## src/rtl/flaw_pkg.sv

```systemverilog
// ============================================================================
// Module   : flaw_pkg
// Brief    : Shared sync byte, header layout and FSM encoding for the burst reader.
// Revision : 1.0
// ============================================================================
`default_nettype none

package flaw_pkg;

  localparam logic [7:0] SYNC_BYTE = 8'hA5;

  typedef enum logic [1:0] {
    ST_IDLE = 2'd0,
    ST_HDR  = 2'd1,
    ST_DATA = 2'd2,
    ST_DONE = 2'd3
  } state_e;

  // Header word: sync byte in the top byte, then sequence number, then word count.
  typedef struct packed {
    logic [7:0]  sync;
    logic [7:0]  seq;
    logic [15:0] words;
  } hdr_t;

  function automatic hdr_t make_header(input logic [7:0] sync,
                                       input logic [7:0] seq,
                                       input logic [15:0] words);
    hdr_t h;
    h.sync  = sync;
    h.seq   = seq;
    h.words = words;
    return h;
  endfunction

endpackage

`default_nettype wire

```

## src/rtl/skid_buf2.sv

```systemverilog
// ============================================================================
// Module   : skid_buf2
// Brief    : Two-entry skid buffer with bypass of the word arriving this cycle.
// Revision : 1.0
// ============================================================================
`default_nettype none

module skid_buf2 #(
  parameter int unsigned W = 32
) (
  input  logic         clk,
  input  logic         rst,
  input  logic         i_push,
  input  logic [W-1:0] i_push_data,
  input  logic         i_pop,
  output logic         o_head_valid,
  output logic [W-1:0] o_head_data,
  output logic [1:0]   o_count
);

  logic [W-1:0] mem_q [2];
  logic         wptr_q;
  logic         rptr_q;
  logic [1:0]   count_q;
  logic         bypass;
  logic         wr;
  logic         rd;

  // An arriving word popped while the buffer is empty goes straight through.
  assign bypass = i_pop && (count_q == 2'd0);
  assign wr     = i_push && !bypass;
  assign rd     = i_pop && (count_q != 2'd0);

  always_ff @(posedge clk or posedge rst) begin
    if (rst) begin
      mem_q[0] <= '0;
      mem_q[1] <= '0;
      wptr_q   <= 1'b0;
      rptr_q   <= 1'b0;
      count_q  <= 2'd0;
    end else begin
      if (wr) begin
        mem_q[wptr_q] <= i_push_data;
      end
      wptr_q  <= wptr_q ^ wr;
      rptr_q  <= rptr_q ^ rd;
      count_q <= count_q + {1'b0, wr} - {1'b0, rd};
    end
  end

  assign o_head_valid = (count_q != 2'd0) || i_push;
  assign o_head_data  = (count_q != 2'd0) ? mem_q[rptr_q] : i_push_data;
  assign o_count      = count_q;

endmodule

`default_nettype wire

```

## src/rtl/fifo_burst_reader.sv

```systemverilog
// ============================================================================
// Module   : fifo_burst_reader
// Brief    : Reads a frame of words from a FIFO and emits header + data on a
//            valid/ready stream.
// Revision : 1.0
// ============================================================================
`default_nettype none

module fifo_burst_reader
  import flaw_pkg::*;
#(
  parameter int unsigned FRAME_W = 16,
  parameter logic [7:0]  SYNC    = SYNC_BYTE
) (
  input  logic               clk,
  input  logic               rst,
  input  logic               i_start,
  input  logic [FRAME_W-1:0] i_frame_words,
  output logic               o_fifo_rreq,
  input  logic               i_fifo_empty,
  input  logic [31:0]        i_fifo_rdata,
  output logic [31:0]        o_data,
  output logic               o_valid,
  input  logic               i_ready,
  output logic               o_sop,
  output logic               o_eop,
  output logic               o_busy,
  output logic               o_done
);

  state_e             state_q, state_d;
  logic [7:0]         seq_q, seq_d;
  logic [FRAME_W-1:0] words_q, words_d;
  logic [FRAME_W-1:0] remain_q, remain_d;
  logic [FRAME_W-1:0] reqcnt_q, reqcnt_d;
  logic               inflight_q;

  logic               skid_pop;
  logic               skid_valid;
  logic [31:0]        skid_data;
  logic [1:0]         skid_count;
  logic [2:0]         occ;
  logic               rreq;

  skid_buf2 #(.W(32)) u_skid (
    .clk          (clk),
    .rst          (rst),
    .i_push       (inflight_q),
    .i_push_data  (i_fifo_rdata),
    .i_pop        (skid_pop),
    .o_head_valid (skid_valid),
    .o_head_data  (skid_data),
    .o_count      (skid_count)
  );

  always_ff @(posedge clk or posedge rst) begin
    if (rst) begin
      state_q    <= ST_IDLE;
      seq_q      <= 8'd0;
      words_q    <= '0;
      remain_q   <= '0;
      reqcnt_q   <= '0;
      inflight_q <= 1'b0;
    end else begin
      state_q    <= state_d;
      seq_q      <= seq_d;
      words_q    <= words_d;
      remain_q   <= remain_d;
      reqcnt_q   <= reqcnt_d;
      inflight_q <= rreq;
    end
  end

  always_comb begin
    state_d  = state_q;
    seq_d    = seq_q;
    words_d  = words_q;
    remain_d = remain_q;
    reqcnt_d = reqcnt_q;
    o_valid  = 1'b0;
    o_sop    = 1'b0;
    o_eop    = 1'b0;
    o_data   = '0;
    skid_pop = 1'b0;
    o_busy   = (state_q != ST_IDLE);
    o_done   = (state_q == ST_DONE);

    case (state_q)
      ST_IDLE: begin
        if (i_start) begin
          state_d  = ST_HDR;
          words_d  = i_frame_words;
          remain_d = i_frame_words;
          reqcnt_d = '0;
        end
      end
      ST_HDR: begin
        o_valid = 1'b1;
        o_sop   = 1'b1;
        o_eop   = (words_q == '0);
        o_data  = make_header(SYNC, seq_q, 16'(words_q));
        if (i_ready) begin
          state_d = (words_q == '0) ? ST_DONE : ST_DATA;
        end
      end
      ST_DATA: begin
        o_valid  = skid_valid;
        o_data   = skid_valid ? skid_data : 32'd0;
        o_eop    = skid_valid && (remain_q == FRAME_W'(1));
        skid_pop = skid_valid && i_ready;
        if (skid_pop) begin
          remain_d = remain_q - FRAME_W'(1);
          if (remain_q == FRAME_W'(1)) begin
            state_d = ST_DONE;
          end
        end
      end
      ST_DONE: begin
        seq_d   = seq_q + 8'd1;
        state_d = ST_IDLE;
      end
      default: state_d = ST_IDLE;
    endcase

    // Occupancy counts the word leaving this cycle as gone, so a full-rate
    // stream keeps one read in flight every cycle.
    occ  = {1'b0, skid_count} + {2'b00, inflight_q} - {2'b00, skid_pop};
    rreq = ((state_q == ST_HDR) || (state_q == ST_DATA)) && !i_fifo_empty &&
           (occ < 3'd2) && (reqcnt_q < words_q);
    if (rreq) begin
      reqcnt_d = reqcnt_q + FRAME_W'(1);
    end
  end

  assign o_fifo_rreq = rreq;

endmodule

`default_nettype wire
```

## config.mk

```make
export PLATFORM = sky130hd
export DESIGN_NAME = fifo_burst_reader
export DESIGN_NICKNAME = d
export VERILOG_FILES = /design/src/rtl/flaw_pkg.sv /design/src/rtl/skid_buf2.sv /design/src/rtl/fifo_burst_reader.sv
export SDC_FILE = /design/constraint.sdc
export NUM_CORES = 1
export LEC_CHECK = 0
export BUFFER_PORTS_ARGS = -buffer_cell sky130_fd_sc_hd__buf_2
export CAP_MARGIN = 20
export CORE_MARGIN = 3
export CORE_UTILIZATION = 58
export CTS_CLUSTER_SIZE = 20
export DETAILED_ROUTE_END_ITERATION = 16
export GPL_TIMING_DRIVEN = 0
export PLACE_DENSITY = 0.8
export SLEW_MARGIN = 20
export SYNTH_ARGS = -nofsm -noshare
export SYNTH_HDL_FRONTEND = slang
export SYNTH_SLANG_ARGS = --single-unit
```

## constraint.sdc

```tcl
create_clock -name clk -period 4.84 [get_ports clk]
set_input_delay 0.968 -clock clk [delete_from_list [all_inputs] [get_ports clk]]
set_output_delay 0.968 -clock clk [all_outputs]
set_load 0.1 [all_outputs]
```

==> reports/results.txt <==
Overall Power: 6820 uW
Tot GR Track Use: 29.7%
Yosys reg bits: 127
Kind of end point of the critical path: output pin
Grt total ovfl: 0
Chip height: 116 um
Endpoints failing hold: 0
Max Cap Violations: 0
First-pass GRT wire length: 30800 um
CP Launch Type: register
DRT Pass-1 Iters: 5
Yosys top cell by area: dfrtp_1
Post-Syn Instances: 707
Synth async-reset ratio: 100%
Avg WL per Cell: 19.5 um
Crit path max fanout: 11
Syn Nets: 790
Fill cell count: 831
Hold path cells: 1
Syn Std Cell Area: 7030 um^2
Via density: 6.27
Port Buf Inserts: 90
Endpoints failing setup: 0
WL final: 19000 um
Vias in the first global route: 6181
Fin cells: 975
Via count: 6112
Pre-CTS setup slack: -0.479 ns
Hold crit path type: reg -> reg
Largest net degree at the start of global routing: 67
CTS Buf Count: 17
Layout cells sized above 1: 26.2%
Max IR drop VDD: 745 uV
Cells after DPL: 941
Outcome: complete, no violations
# IOs: 91
Std cell rows: 39
Initial core utilization: 60.6%
Chip width: 116 um
Initial antenna violation count: 1
Worst-path clk slew: 0.06 ns
Hold-fix buffers, CTS: 0
Root Buffer: clkbuf_16
Share of the synthesized area in the top cell type: 45.2%
Area contributors post-synth: dfrtp_1 45%, mux2_2 11%, ha_1 5.2%
Layout net count: 901
Worst Reg-to-Reg Cells: 14
Max Freq: 0.211 GHz
DR DRC count: 0
Clock Path Buffers: 2
Post-route antenna net violation count: 0
Least-Margin Pin Slew: 0.751 ns
Synth warnings: 0
GP Congestion: 0.900
Post-detail-place hpwl: 13600 um
H-tree level count: 4
Period utilisation layout: 98.0%
Slew Limit Headroom: 49.9%
CTS tree: yes
Count leader, synth: dfrtp_1
Core area: 11600 um^2
Synth Flop Type: dfrtp_1
DIE AREA: 13500 um^2
Crit path DAT: 3.78 ns
GR peak layer: met2
Worst Skew: 0.0105 ns
PD cells: 814 nW/um^2
Post-synthesis sequential area ratio: 45.2%
WP data required: 3.87 ns
Minimum clock period: 4.75 ns
Clk Latency, worst-skew pair: 0.43 ns
Met2 usage: 49.1%
WS Path Type: reg -> out
Setup ws final: 0.0948 ns
Max-slew violations: 0
Lkg Pwr: 0.00385 uW
GR met1 Demand/Resource: 39.2%
Initial DRC count: 612
GRT met3 Usage: 6.32%
Area Growth Syn to Fin: 19.2%
Synth top cells by count: 127 x dfrtp_1, 68 x mux2_2, 65 x nand2_1, 62 x nor2_1, 51 x a21oi_1
Syn Area/Cell: 9.95 um^2
Synth cell types: 57
Post-synth EDFFs: 0
Clk sinks: 127
[final timing paths]
| path | from | end | slack (ns) |
|---|---|---|---|
| min in group asynchronous | rst | u_skid.mem_q[55] | 0.63 |
| setup / recovery | u_skid.o_count[1] | o_fifo_rreq | 0.09 |
| setup reg to reg | u_skid.o_count[1] | reqcnt_q[5] | 1.11 |
| hold / removal | seq_q[7] | seq_q[7] | 0.50 |
| hold reg to reg | seq_q[7] | seq_q[7] | 0.50 |
| max in group asynchronous | rst | reqcnt_q[11] | 3.49 |
[repair_timing]
action / CTS / global route
gates resized for setup: 11 / 1
setup buffers: 1 / 3
endpoints found under the setup margin: 1 / 1
pin swaps: 2 / 1
[per-stage QoR]
step	area, um^2	hold WS (ns)	utilization, %	setup TNS [ns]
floorplan	7030	0.445	-	0
global placement	7660	0.466	66.0	-101.02
detailed placement	7690	0.488	66.3	-0.479
CTS	8360	0.503	72.0	0
global route	8380	0.516	72.2	-0.00506
finish	8380	0.501	72.2	0
[per-layer routing]
metal | routed length [um] | share of wire, %
met5 | 0 | 0
met4 | 295 | 1.6
met3 | 1370 | 7.2
met2 | 9230 | 49
met1 | 8090 | 43
[cells by family (layout without fill, tap and decap cells)]
logic type	Yosys count	count (layout)	synth area share, %
DFF	127	127	45.2
xor gates and xnor gates	12	12	1.49
muxes	102	102	15.7
adders and majority gates	30	30	5.44
other	0	1	0
AOI/OAI and AO/OA	165	165	14.7
buffers and inverters	72	196	4.11
and+or+nand+nor	199	199	13.3
[final cells by class]
cell class              instances  area (um^2)  area share [%]
clock buffers                  19          433            5.16
multi-input cells             508         3590            42.9
clock inverters                13          188            2.24
repair buffers                 95          523            6.24
diodes                          1         2.50          0.0299
inverters                      33          129            1.54
plain buffers                  36          158            1.88
flip-flops and latches        127         3180            37.9
well taps                     143          179            2.13
[cells in the final DEF, fill, tap and decap left out, drive strengths merged, types with 3 or more instances in the layout]
master    instances
dfrtp           127
buf             111
mux2             68
nand2            65
nor2             63
a21oi            52
o21ai            48
clkbuf           39
inv              35
mux2i            34
ha               29
o22ai            18
nor3             14
nand3            12
a221o            12
nand4            11
nor4             10
xnor2             8
a211oi            8
and2              6
xor2              4
a21o              4
or3               4
bufinv            4
o31ai             4
clkinv            4
nor4b             3
o22a              3
a31oi             3
clkinvlp          3
[critical path, stage by stage, from the launching register on]
cell and delay (ns):
dfrtp_1 0.47, or2_2 0.46, nor2_1 0.12, nor2_1 0.06
ha_1 0.26, nand2b_1 0.16, fa_1 0.42, xnor2_1 0.19
nand4_1 0.18, a211oi_2 0.34, o31ai_4 0.16, nor2_4 0.15
buf_6 0.19, buf_12 0.19
[state kept, by name, indices dropped and copies added, names as in the netlist]
name,cells
inflight_q,1
remain_q,16
reqcnt_q,16
seq_q,8
state_q,2
u_skid.mem_q,64
u_skid.o_count,2
u_skid.rptr_q,1
u_skid.wptr_q,1
words_q,16
[where the power goes]
part | switching (uW) | leakage (uW) | internal [uW] | total, uW
clock | 494 | 0.000294 | 863 | 1360
combinational | 2500 | 0.00198 | 1100 | 3600
sequential | 337 | 0.00157 | 1530 | 1860
total | 3330 | 0.00385 | 3490 | 6820
Note: power is estimated with default switching activity, not from simulation.
